$ cat config.mk
export PLATFORM = sky130hd
export DESIGN_NAME = mem_port_arbiter
export DESIGN_NICKNAME = d
export VERILOG_FILES = /design/src/rtl/core_pkg.sv /design/src/rtl/mem_req_reg.sv /design/src/rtl/mem_port_arbiter.sv
export SDC_FILE = /design/constraint.sdc
export NUM_CORES = 1
export LEC_CHECK = 0
export CORE_AREA = 4 4 104 106
export DETAILED_ROUTE_END_ITERATION = 8
export DIE_AREA = 0 0 108 110
export DONT_BUFFER_PORTS = 1
export PLACE_DENSITY = 0.69
export SLEW_MARGIN = 20
export SYNTH_ARGS = -nofsm -noshare
export SYNTH_HDL_FRONTEND = slang
export SYNTH_SLANG_ARGS = --single-unit
$ cat constraint.sdc
create_clock -name clk -period 1.93 [get_ports clk]
set_clock_uncertainty 0.2 [all_clocks]
set_input_delay 0.579 -clock clk [delete_from_list [all_inputs] [get_ports clk]]
set_output_delay 0.579 -clock clk [all_outputs]
set_load 0.01 [all_outputs]
$ cat src/rtl/core_pkg.sv
// core_pkg: definitions shared by the memory-port arbiter and its helper.
//   arb_state_t         : arbiter FSM state (IDLE, FETCH, DATA)
//   ADDR_W_DEF/DATA_W_DEF : default byte-address and data widths
package core_pkg;

  localparam int ADDR_W_DEF = 32;
  localparam int DATA_W_DEF = 32;

  typedef enum logic [1:0] {
    IDLE  = 2'd0,
    FETCH = 2'd1,
    DATA  = 2'd2
  } arb_state_t;

endpackage

$ cat src/rtl/mem_req_reg.sv
// mem_req_reg: holding register for the granted memory request fields.
// Loaded once per grant and held stable for the rest of the transaction.
//   clk, reset          : core clock, synchronous active-high reset
//   load                : capture next_* this cycle
//   next_we/addr/wdata/be : request fields selected by the arbiter
//   we/addr/wdata/be    : registered fields driven onto the memory port
module mem_req_reg
  import core_pkg::*;
#(
  parameter int ADDR_W = ADDR_W_DEF,
  parameter int DATA_W = DATA_W_DEF
) (
  input  logic                clk,
  input  logic                reset,
  input  logic                load,
  input  logic                next_we,
  input  logic [ADDR_W-1:0]   next_addr,
  input  logic [DATA_W-1:0]   next_wdata,
  input  logic [DATA_W/8-1:0] next_be,
  output logic                we,
  output logic [ADDR_W-1:0]   addr,
  output logic [DATA_W-1:0]   wdata,
  output logic [DATA_W/8-1:0] be
);

  always_ff @(posedge clk) begin
    if (reset) begin
      we    <= 1'b0;
      addr  <= '0;
      wdata <= '0;
      be    <= '0;
    end else if (load) begin
      we    <= next_we;
      addr  <= next_addr;
      wdata <= next_wdata;
      be    <= next_be;
    end
  end

endmodule

$ cat src/rtl/mem_port_arbiter.sv
// mem_port_arbiter: shares the single memory port between instruction fetch
// and the data-memory stage, one outstanding transaction at a time.
//   clk, reset                        : core clock, synchronous active-high reset
//   if_req/if_addr/if_kill            : fetch request, address, flush kill pulse
//   if_rdata/if_valid                 : fetched word and one-cycle completion
//   dm_req/dm_we/dm_addr/dm_wdata/dm_be : data request
//   dm_rdata/dm_valid                 : load data and one-cycle completion
//   stall_if/stall_mem                : requester stalls for the hazard unit
//   mem_req/mem_we/mem_addr/mem_wdata/mem_be : registered memory request
//   mem_rdata/mem_ready               : memory response
module mem_port_arbiter
  import core_pkg::*;
#(
  parameter int ADDR_W = ADDR_W_DEF,
  parameter int DATA_W = DATA_W_DEF
) (
  input  logic                clk,
  input  logic                reset,
  input  logic                if_req,
  input  logic [ADDR_W-1:0]   if_addr,
  input  logic                if_kill,
  output logic [DATA_W-1:0]   if_rdata,
  output logic                if_valid,
  input  logic                dm_req,
  input  logic                dm_we,
  input  logic [ADDR_W-1:0]   dm_addr,
  input  logic [DATA_W-1:0]   dm_wdata,
  input  logic [DATA_W/8-1:0] dm_be,
  output logic [DATA_W-1:0]   dm_rdata,
  output logic                dm_valid,
  output logic                stall_if,
  output logic                stall_mem,
  output logic                mem_req,
  output logic                mem_we,
  output logic [ADDR_W-1:0]   mem_addr,
  output logic [DATA_W-1:0]   mem_wdata,
  output logic [DATA_W/8-1:0] mem_be,
  input  logic [DATA_W-1:0]   mem_rdata,
  input  logic                mem_ready
);

  arb_state_t          state;
  logic                kill_pend;
  logic                if_elig, dm_elig, grant;
  logic                next_we;
  logic [ADDR_W-1:0]   next_addr;
  logic [DATA_W-1:0]   next_wdata;
  logic [DATA_W/8-1:0] next_be;

  // While a requester's valid is high its request line still refers to the
  // transaction just completed, so it must not be granted again.
  always_comb begin
    dm_elig    = dm_req && !dm_valid;
    if_elig    = if_req && !if_valid;
    grant      = (state == IDLE) && (dm_elig || if_elig);
    // Data wins: it belongs to the older instruction.
    next_we    = dm_elig ? dm_we    : 1'b0;
    next_addr  = dm_elig ? dm_addr  : if_addr;
    next_wdata = dm_elig ? dm_wdata : '0;
    next_be    = dm_elig ? dm_be    : '1;
  end

  assign stall_if  = if_req && !if_valid;
  assign stall_mem = dm_req && !dm_valid;

  mem_req_reg #(.ADDR_W(ADDR_W), .DATA_W(DATA_W)) u_req_reg (
    .clk        (clk),
    .reset      (reset),
    .load       (grant),
    .next_we    (next_we),
    .next_addr  (next_addr),
    .next_wdata (next_wdata),
    .next_be    (next_be),
    .we         (mem_we),
    .addr       (mem_addr),
    .wdata      (mem_wdata),
    .be         (mem_be)
  );

  always_ff @(posedge clk) begin
    if (reset) begin
      state     <= IDLE;
      mem_req   <= 1'b0;
      if_valid  <= 1'b0;
      dm_valid  <= 1'b0;
      if_rdata  <= '0;
      dm_rdata  <= '0;
      kill_pend <= 1'b0;
    end else begin
      if_valid <= 1'b0;
      dm_valid <= 1'b0;
      case (state)
        IDLE: begin
          // Stray mem_ready here is ignored.
          if (dm_elig) begin
            state   <= DATA;
            mem_req <= 1'b1;
          end else if (if_elig) begin
            state   <= FETCH;
            mem_req <= 1'b1;
          end
        end
        FETCH: begin
          if (mem_ready) begin
            state     <= IDLE;
            mem_req   <= 1'b0;
            kill_pend <= 1'b0;
            // A kill on the completing cycle counts as well as an earlier one.
            if (!(kill_pend || if_kill)) begin
              if_rdata <= mem_rdata;
              if_valid <= 1'b1;
            end
          end else if (if_kill) begin
            kill_pend <= 1'b1;
          end
        end
        DATA: begin
          if (mem_ready) begin
            state    <= IDLE;
            mem_req  <= 1'b0;
            dm_valid <= 1'b1;
            if (!mem_we) dm_rdata <= mem_rdata;
          end
        end
        default: begin
          state   <= IDLE;
          mem_req <= 1'b0;
        end
      endcase
    end
  end

endmodule

==> out/results.ini, run 1 <==
[worst_setup_path]
critical_path_class=reg2out
crit_start=if_valid
crit_cells=3
cp_max_fo=3
crit_path_max_incr_delay_ps=340
crit_path_start_kind=flip-flop
reg2reg_depth=5
arrival_ps=1200
crit_required_ps=1150
cp_cell_sequence=nor2b_1, buf_4, buf_6
critical_path.top_delay_family=flip-flops
reg2reg_from=if_valid
worst-path-buf-inv=2
critPathCaptureType=primary output
worst_path_max_delay_cell=dfxtp_2

[clock_tree]
clk_pin_slew_ps=60
cts_made_buffers=17
cts_hold_buf=35
cts_tree=built
htree_levels=4
root_buffer=clkbuf_8
clockBufferDepth=2
numClockSinks=139
clkLatencyLatePin_ps=530

[routing]
wirelength_mm=14.93
initialDrtViolationCount=253
first_pass_iters=6
antenna_left=0
vias=4228
met1Wirelength_mm=5.389
wl_met3_mm=1.654
top_layer=met4
route.detailed.drc=0
viasPerCell=5.824
routedWlPerCell_um=20.57
wl_met2_mm=7.493

[synthesis]
ys_top_cells_by_area=dfxtp_1, nand2_1, o22ai_2
syn_avg_cell_area_um2=9.729
ys_ff_latch=139
syn-num-nets=692
synthesis.area_um2=5341
yosysTopAreaCell=dfxtp_1
synth_top_flop_cell=dfxtp_1
ys_seq_area_share_pct=52.10
yosysUniqueCellTypes=34
synth.most_common_cell=nand2_1
yosys-top-cells-count=nand2_1, dfxtp_1, a21oi_1, a32o_1, mux2i_1
yosys_warnings=0
async_flop_share_pct=0
syn_inst=549
synth_top_area_share_pct=52.10
synth-edff-count=0

[timing]
worst_pin_slew_ps=735.7
fmax_ghz=0.5044
setup_ws_ps=-52.74
grt_setup_unrepaired=true
setup_tns_ps=-52.74
slew_headroom_pct=50.94
holdWs_ps=-84.56
finalSetupViolations=1
fin_crit_ps=1983
fin_crit_sh_pct=102.7
finalMaxSlewViolations=0
hold_viol_final=67

[floorplanning]
dieWidth_um=108
coreArea_um2=9774
initial_core_util_pct=54.65
io_pins=277
dieHeight_um=110
num_rows=36
dieArea_um2=11880

[layout]
post-route-cell-area_um2=6456
ff_latch_area_um2=2785
fin_util_pct=66.05
drive_gt1_share_pct=16.19
nets=723
diodes=0
multi_input_area_um2=2275
fill_cells=783
area_growth_pct=20.87

[pwr]
finalPower_mw=7.459
ir_drop_uv=661.1
p_leak_nw=2.355
p_per_area_nw_per_um2=1155

[global_routing]
grt_usage_pct=23.72
grt_overflow_total=0
grt_first_pass_wirelength_mm=21.71
grt_max_degree=71
antenna_found_initial=0
grt_pass1_vias=4151

[status]
status=finished with violations
violations=negative hold slack, negative setup slack

[placement]
io_buffers=0
place_area_um2=5464
dpl.hpwl_mm=9.937
globalplace.congestion=0.8404

[min_path]
whs_path_depth=1
hp-class=in2reg
worstHoldStart=reset

[run]
drv_cap=0

[kinds of logic (layout without fill, tap and decap cells)]
kind of cell               after synthesis  in the layout  share of synthesized area, %
adders and majority gates                4              4                        0.9370
muxes                                   32             32                         5.997
DFF                                    139            139                         52.10
and+or+nand+nor                        176            176                         13.38
AOI/OAI and AO/OA                      144            145                         21.79
buffers and inverters                   54             97                         5.810
[cell usage in the layout, fill, tap and decap left out, drive strengths merged]
cell type	n
nand4bb	1
o22ai	32
o211ai	1
nand3	1
nand2b	2
and3b	1
inv	8
bufinv	3
mux2i	32
nand3b	3
o221a	4
buf	25
nor2b	2
clkbuf	19
a21oi	68
and3	1
a31oi	1
o21a	1
clkinvlp	3
nand2	161
dlygate4sd3	35
nor2	2
nor3	1
clkinv	4
dfxtp	139
o21ai	4
ha	4
a32o	33
and4bb	1
a211oi	1
[per-layer routing]
metal | up-vias | GRT usage, %
li1 | 1990 | -
met2 | 210 | 39.88
met4 | 0 | 11.27
met3 | 43 | 10.48
met1 | 1985 | 25.74
met5 | - | 0
[through the flow]
stage	cells	setup slack, ps
global route	726	-126.7
floorplan	549	199.4
detailed placement	654	-109.0
global placement	654	-59.73
CTS	724	-74.29
finish	726	-52.74
[report_power, final]
| group | switching, mW | internal (mW) | total, mW |
|---|---|---|---|
| registers | 0.269 | 3.09 | 3.36 |
| clock network | 1.25 | 1.98 | 3.22 |
| logic | 0.471 | 0.406 | 0.878 |
[area by class of cell]
cell class / count / share of cell area, %
flip-flops and latches: 139 / 43.14
multi-input cells: 357 / 35.23
repair buffers: 60 / 9.612
clock buffers: 19 / 6.531
clock inverters: 13 / 2.578
well taps: 133 / 2.578
inverters: 5 / 0.3295
[repair_timing]
item                       4_1_cts  5_1_grt
cloned                           0        1
resized for setup                5        0
setup buffers                    3        1
hold endpoints to repair       102       67
setup endpoints to repair        2       35
pin swaps                        0        1
[final timing paths]
path                        end  slack, ps
max                    stall_if        -50
min                    if_valid        -80
max reg2reg  u_req_reg.wdata[6]        120
min reg2reg         dm_rdata[1]        300
Note: power is estimated with default switching activity, not from simulation.
==> run 2, diff against run 1 <==
Settings changed: CELL_PAD_IN_SITES_DETAIL_PLACEMENT set to 1, CELL_PAD_IN_SITES_GLOBAL_PLACEMENT set to 1, CORE_AREA 4 4 104 106 to not set, CORE_MARGIN set to 4, CORE_UTILIZATION set to 45, DIE_AREA 0 0 108 110 to not set, PLACE_DENSITY 0.69 to not set, PLACE_DENSITY_LB_ADDON set to 0.1.
==> run 2 against run 1 <==
  * Total power is 2.3% lower
  * Sequential share of layout area rose by 2.5 points
  * Critical path type unchanged
  * Setup slack better by 100 ps
  * Critical endpoint unchanged
  * First-iteration DRC count shrank 3.6%
  * Design area shrank 5.6%
  * Fmax grew 5.5%
  * Via count fell by 3.0%
  * Clock power fell by 3%
  * Combinational power shrank 6.3%
  * The flow now finishes without violations
  * Wire length rose by 3.6%
==> out/results.ini, run 2 (synthesized netlist as in run 1, its figures left out) <==
[worst_setup_path]
worst_path_max_delay_cell=dfxtp_1
cp_cell_sequence=nor2b_1, buf_4, buf_4
crit_required_ps=1150  ; about the same
path_common_cell=buf_4
crit_path_max_incr_delay_ps=360  ; +20 ps
critical_path_class=reg2out
crit_path_start_kind=flip-flop
cp_max_fo=2  ; -1
critPathCaptureType=primary output
arrival_ps=1100  ; -100 ps

[floorplanning]
dieHeight_um=117.0  ; +6.3%
initial_core_util_pct=46.38  ; -8.3 points
dieWidth_um=117.0  ; +8.3%
dieArea_um2=13680  ; +15%
coreArea_um2=11520  ; +18%
num_rows=39  ; +8.3%
io_pins=277  ; unchanged

[global_routing]
grt_overflow_total=0  ; unchanged
grt_max_degree=71  ; unchanged
grt_first_pass_wirelength_mm=23.00  ; +5.9%
grt_usage_pct=21.90  ; -1.8 points
antenna_found_initial=0  ; unchanged
grt_pass1_vias=4334  ; +4.4%

[min_path]
hp-class=in2reg

[layout]
drive_gt1_share_pct=17.09  ; +0.90 points
nets=687  ; -5.0%
area_growth_pct=14.05
final_common_cell=nand2_1
fill_cells=1297  ; +66%
final_cell_mix=nand2_1, dfxtp_1, a21oi_1, a32o_1, mux2i_1
diodes=0  ; unchanged
fin_util_pct=52.90  ; -13 points

[routing]
wirelength_mm=15.47  ; +3.6%
viasPerCell=5.867  ; +0.74%
antenna_left=0  ; unchanged
vias=4101  ; -3.0%
wl_met3_mm=1.917  ; +16%
routedWlPerCell_um=22.12  ; +7.6%
first_pass_iters=4  ; -2
route.detailed.drc=0  ; unchanged
wl_met2_mm=7.943  ; +6.0%
met1Wirelength_mm=5.335  ; -1.0%
initialDrtViolationCount=244  ; -3.6%
top_layer=met4

[timing]
fin_crit_sh_pct=97.37  ; -5.4 points
finalSetupViolations=0  ; -1
fin_crit_ps=1879  ; -103.5 ps
slew_headroom_pct=51.86  ; +0.92 points
hold_viol_final=0  ; -100%
fmax_ghz=0.5321  ; +5.5%
grt_setup_unrepaired=false
worst_pin_slew_ps=722.0  ; -13.77 ps
finalMaxSlewViolations=0  ; unchanged

[pwr]
finalPower_mw=7.290  ; -2.3%
p_per_area_nw_per_um2=1197  ; +3.6%
ir_drop_uv=606.6  ; -8.2%
p_leak_nw=2.202  ; -6.5%

[run]
drv_cap=0  ; unchanged

[placement]
dpl.hpwl_mm=10.92  ; +9.9%
globalplace.congestion=0.7402  ; -12%
io_buffers=0  ; unchanged

[clock_tree]
clk_pin_slew_ps=60  ; about the same
clkLatencyLatePin_ps=420  ; -110 ps
root_buffer=clkbuf_16
cts_hold_buf=0  ; -100%
clockBufferDepth=2  ; unchanged
numClockSinks=139  ; unchanged
cts_tree=built
cts_made_buffers=17  ; unchanged
htree_levels=4  ; unchanged

[status]
status=complete, no violations

run 2: cell count changes in the layout (fill, tap and decap cells not counted), moves of 2 or more:
cell and delta:
buf_6 -2, clkbuf_1 -2, clkinv_2 +5, dfxtp_1 +2, dfxtp_2 -2, dlygate4sd3_1 -35
inv_6 -2
run 2: worst max-delay path, delay by kind of cell (launching register included):
family	cells	cell delay, ps
flops	1	360
simple gates	1	60
buf+inv	2	270
run 2: worst paths after layout:
check,start,endpoint,slack (ps),depth (start not counted)
setup / recovery,if_valid,stall_if,50,3
hold / removal,reset,if_valid,30,1
setup reg to reg,if_valid,u_req_reg.addr[25],130,7
hold reg to reg,if_rdata[12],if_rdata[12],300,2
run 2: metal layers:
metal / vias to the layer above / track usage (%)
met5: - / 0
met4: 0 / 7.875
met3: 22 / 11.98
met2: 206 / 38.30
met1: 1962 / 21.99
li1: 1911 / -
run 2: layout make-up:
cell class	count	area (µm²)	share of cell area, %
clock buffers	18	439.2	7.209
clock inverters	13	127.6	2.095
flip-flops and latches	139	2783	45.68
repair buffers	24	267.8	4.395
multi-input cells	357	2272	37.30
well taps	143	178.9	2.937
inverters	5	23.77	0.3902
run 2: metrics by stage:
stage          setup TNS (ps)  area [µm²]  instances  hold slack (ps)  setup WS [ps]
5_1_grt                     0        6092        699            5.244          3.292
3_3_place_gp            -2420        5497        665            286.3         -77.86
4_1_cts                     0        6078        698            13.12          27.50
2_1_floorplan               0        5341        549            267.2          199.4
6_report                    0        6092        699            30.76          50.74
3_5_place_dp            -3898        5497        665            291.8         -130.6
run 2: repair_timing:
action / CTS / global route
endpoints found under the hold margin: 0 / 0
pin swaps: 0 / 1
setup buffers: 2 / 0
endpoints found under the setup margin: 1 / 33
resized for setup: 0 / 2
cloned: 0 / 1
run 2: report_power, final:
group	internal (mW)	switching, mW
Combinational	0.362	0.462
Sequential	3.09	0.264
Clock	1.91	1.20
Total	5.36	1.93
==> run 3, diff against run 2 <==
Settings changed: CORE_UTILIZATION 45 to 40.
==> run 3 against run 2 <==
  * Non-clock buffer count grew 1
  * Core utilization shrank 4.9 points
  * Sequential cell count is the same
  * Largest power group unchanged
  * Die area grew 12%
  * Sequential share of layout area shrank 0.44 points
  * Register-to-register slack lost 50 ps
  * Global-route usage shrank 2.2 points
  * Clock-buffer cell count is the same
  * First-iteration DRC count shrank 7.0%
  * Design area grew 0.97%
  * Wire length grew 1.4%
==> out/results.ini, run 3 (synthesized netlist as in run 1, its figures left out) <==
[worst_setup_path]
reg2reg_slack_ps=80  ; -50 ps
crit_path_start_kind=flip-flop
cp_max_fo=3  ; +1
cp_cell_sequence=nor2b_1, buf_4, buf_4
critical_path.top_delay_family=flip-flops
arrival_ps=1090  ; about the same
r2r-end=u_req_reg.wdata[25]
crit_path_max_incr_delay_ps=320  ; -40 ps
worst-path-buf-inv=2  ; unchanged
critical_path_class=reg2out
crit_required_ps=1150  ; about the same
reg2reg_from=dm_valid
reg2reg_depth=5  ; -2
critPathCaptureType=primary output
path_common_cell=buf_4
worst_path_max_delay_cell=dfxtp_1

[clock_tree]
cts_tree=built
numClockSinks=139  ; unchanged
clkLatencyLatePin_ps=420  ; about the same
clockBufferDepth=2  ; unchanged
clk_pin_slew_ps=60  ; about the same
cts_made_buffers=17  ; unchanged
root_buffer=clkbuf_16
cts_hold_buf=0  ; unchanged
htree_levels=4  ; unchanged

[layout]
nets=688  ; +0.15%
ff_latch_area_um2=2783  ; unchanged
final_common_cell=nand2_1
drive_gt1_share_pct=17.56  ; +0.48 points
area_growth_pct=15.16
diodes=0  ; unchanged
instances_no_fill=730  ; +4.4%
final_cell_mix=nand2_1, dfxtp_1, a21oi_1, a32o_1, mux2i_1
multi_input_area_um2=2282  ; +0.44%
fin_util_pct=47.96  ; -4.9 points
fill_cells=1428  ; +10%

[timing]
grt_setup_unrepaired=false
setup_tns_ps=0  ; unchanged
finalSetupViolations=0  ; unchanged
fin_crit_ps=1873  ; -6.655 ps
slew_headroom_pct=48.94  ; -2.9 points
fin_crit_sh_pct=97.03  ; -0.34 points
finalMaxSlewViolations=0  ; unchanged
worst_pin_slew_ps=765.8  ; +43.82 ps
fmax_ghz=0.5340  ; +0.36%
hold_viol_final=0  ; unchanged

[routing]
antenna_left=0  ; unchanged
initialDrtViolationCount=227  ; -7.0%
route.detailed.drc=0  ; unchanged
first_pass_iters=4  ; unchanged
wirelength_mm=15.69  ; +1.4%
viasPerCell=5.563  ; -5.2%
vias=4061  ; -0.98%
routedWlPerCell_um=21.49  ; -2.9%

[global_routing]
antenna_found_initial=0  ; unchanged
grt_overflow_total=0  ; unchanged
grt_max_degree=71  ; unchanged
grt_first_pass_wirelength_mm=22.96  ; -0.18%
grt_usage_pct=19.65  ; -2.2 points
grt_pass1_vias=4282  ; -1.2%

[floorplanning]
dieArea_um2=15270  ; +12%
dieWidth_um=123.6  ; +5.6%
io_pins=277  ; unchanged
coreArea_um2=12820  ; +11%
dieHeight_um=123.6  ; +5.6%
initial_core_util_pct=41.65  ; -4.7 points
num_rows=41  ; +5.1%

[placement]
globalplace.congestion=0.7283  ; -1.6%
io_buffers=0  ; unchanged
dp.cells=694  ; +4.4%
dpl.hpwl_mm=11.09  ; +1.5%

[status]
status=complete, no violations

[min_path]
whs_path_depth=1  ; unchanged
hp-class=in2reg
hold_end=if_rdata[16]
worstHoldStart=reset

[pwr]
p_per_area_nw_per_um2=1175  ; -1.8%
p_leak_nw=2.199  ; -0.14%
ir_drop_uv=725.9  ; +20%

[run]
drv_cap=0  ; unchanged

==> run 3: area by class of cell <==
class,count,share of cell area [%]
Sequential cell,139,45.24
Timing Repair Buffer,25,4.679
Tap cell,172,3.499
Clock inverter,14,1.993
Inverter,5,0.3458
Multi-Input combinational cell,357,37.10
Clock buffer,18,7.140
==> run 3: worst reg2reg max path: stages, from the launching register on <==
cell and delay (ps):
dfxtp_1 340, nand2b_4 160, inv_4 40, buf_4 170
o21ai_2 630, a32o_1 270
==> run 3: routing by layer <==
metal  routed length (µm)  up-vias  track usage, %
li1                     -     1911               -
met1                 5889     1958           21.12
met4                  259        0           7.958
met5                    0        -               0
met3                 1913       19           10.25
met2                 7622      173           32.55
==> run 3: worst max-delay path by stage <==
stage | start | to | slack, ps | depth (start not counted)
final | if_valid | stall_if | 60 | 3
after global routing | dm_valid | stall_mem | 8 | 3
after CTS | if_valid | stall_if | 0.8 | 3
after detailed placement | if_req | u_req_reg.wdata[15] | -110 | 4
after global placement | if_req | u_req_reg.wdata[7] | -50 | 4
after floorplan | if_req | u_req_reg.addr[10] | 200 | 5
==> run 3: power breakdown <==
group / switching (mW) / total [mW] / internal, mW / leakage (nW)
logic: 0.464 / 0.826 / 0.363 / 0.800
clock network: 1.25 / 3.05 / 1.80 / 0.264
registers: 0.265 / 3.35 / 3.09 / 1.13
==> run 3: repair_timing <==
action,CTS,global route
cloned,0,1
gates resized for setup,1,1
setup endpoints to repair,1,34
pin swaps,0,1
buffers inserted,1,2
==> run 3: stage by stage <==
stage | power [mW] | cell area [µm²] | setup WS [ps] | hold slack (ps)
floorplan | 4.030 | 5341 | 199.4 | 267.2
global placement | 4.190 | 5550 | -53.47 | 289.1
detailed placement | 4.232 | 5550 | -112.5 | 291.9
CTS | 7.303 | 6125 | 0.7808 | 7.696
global route | 7.545 | 6151 | 7.758 | 6.849
finish | 7.228 | 6151 | 57.40 | 25.30
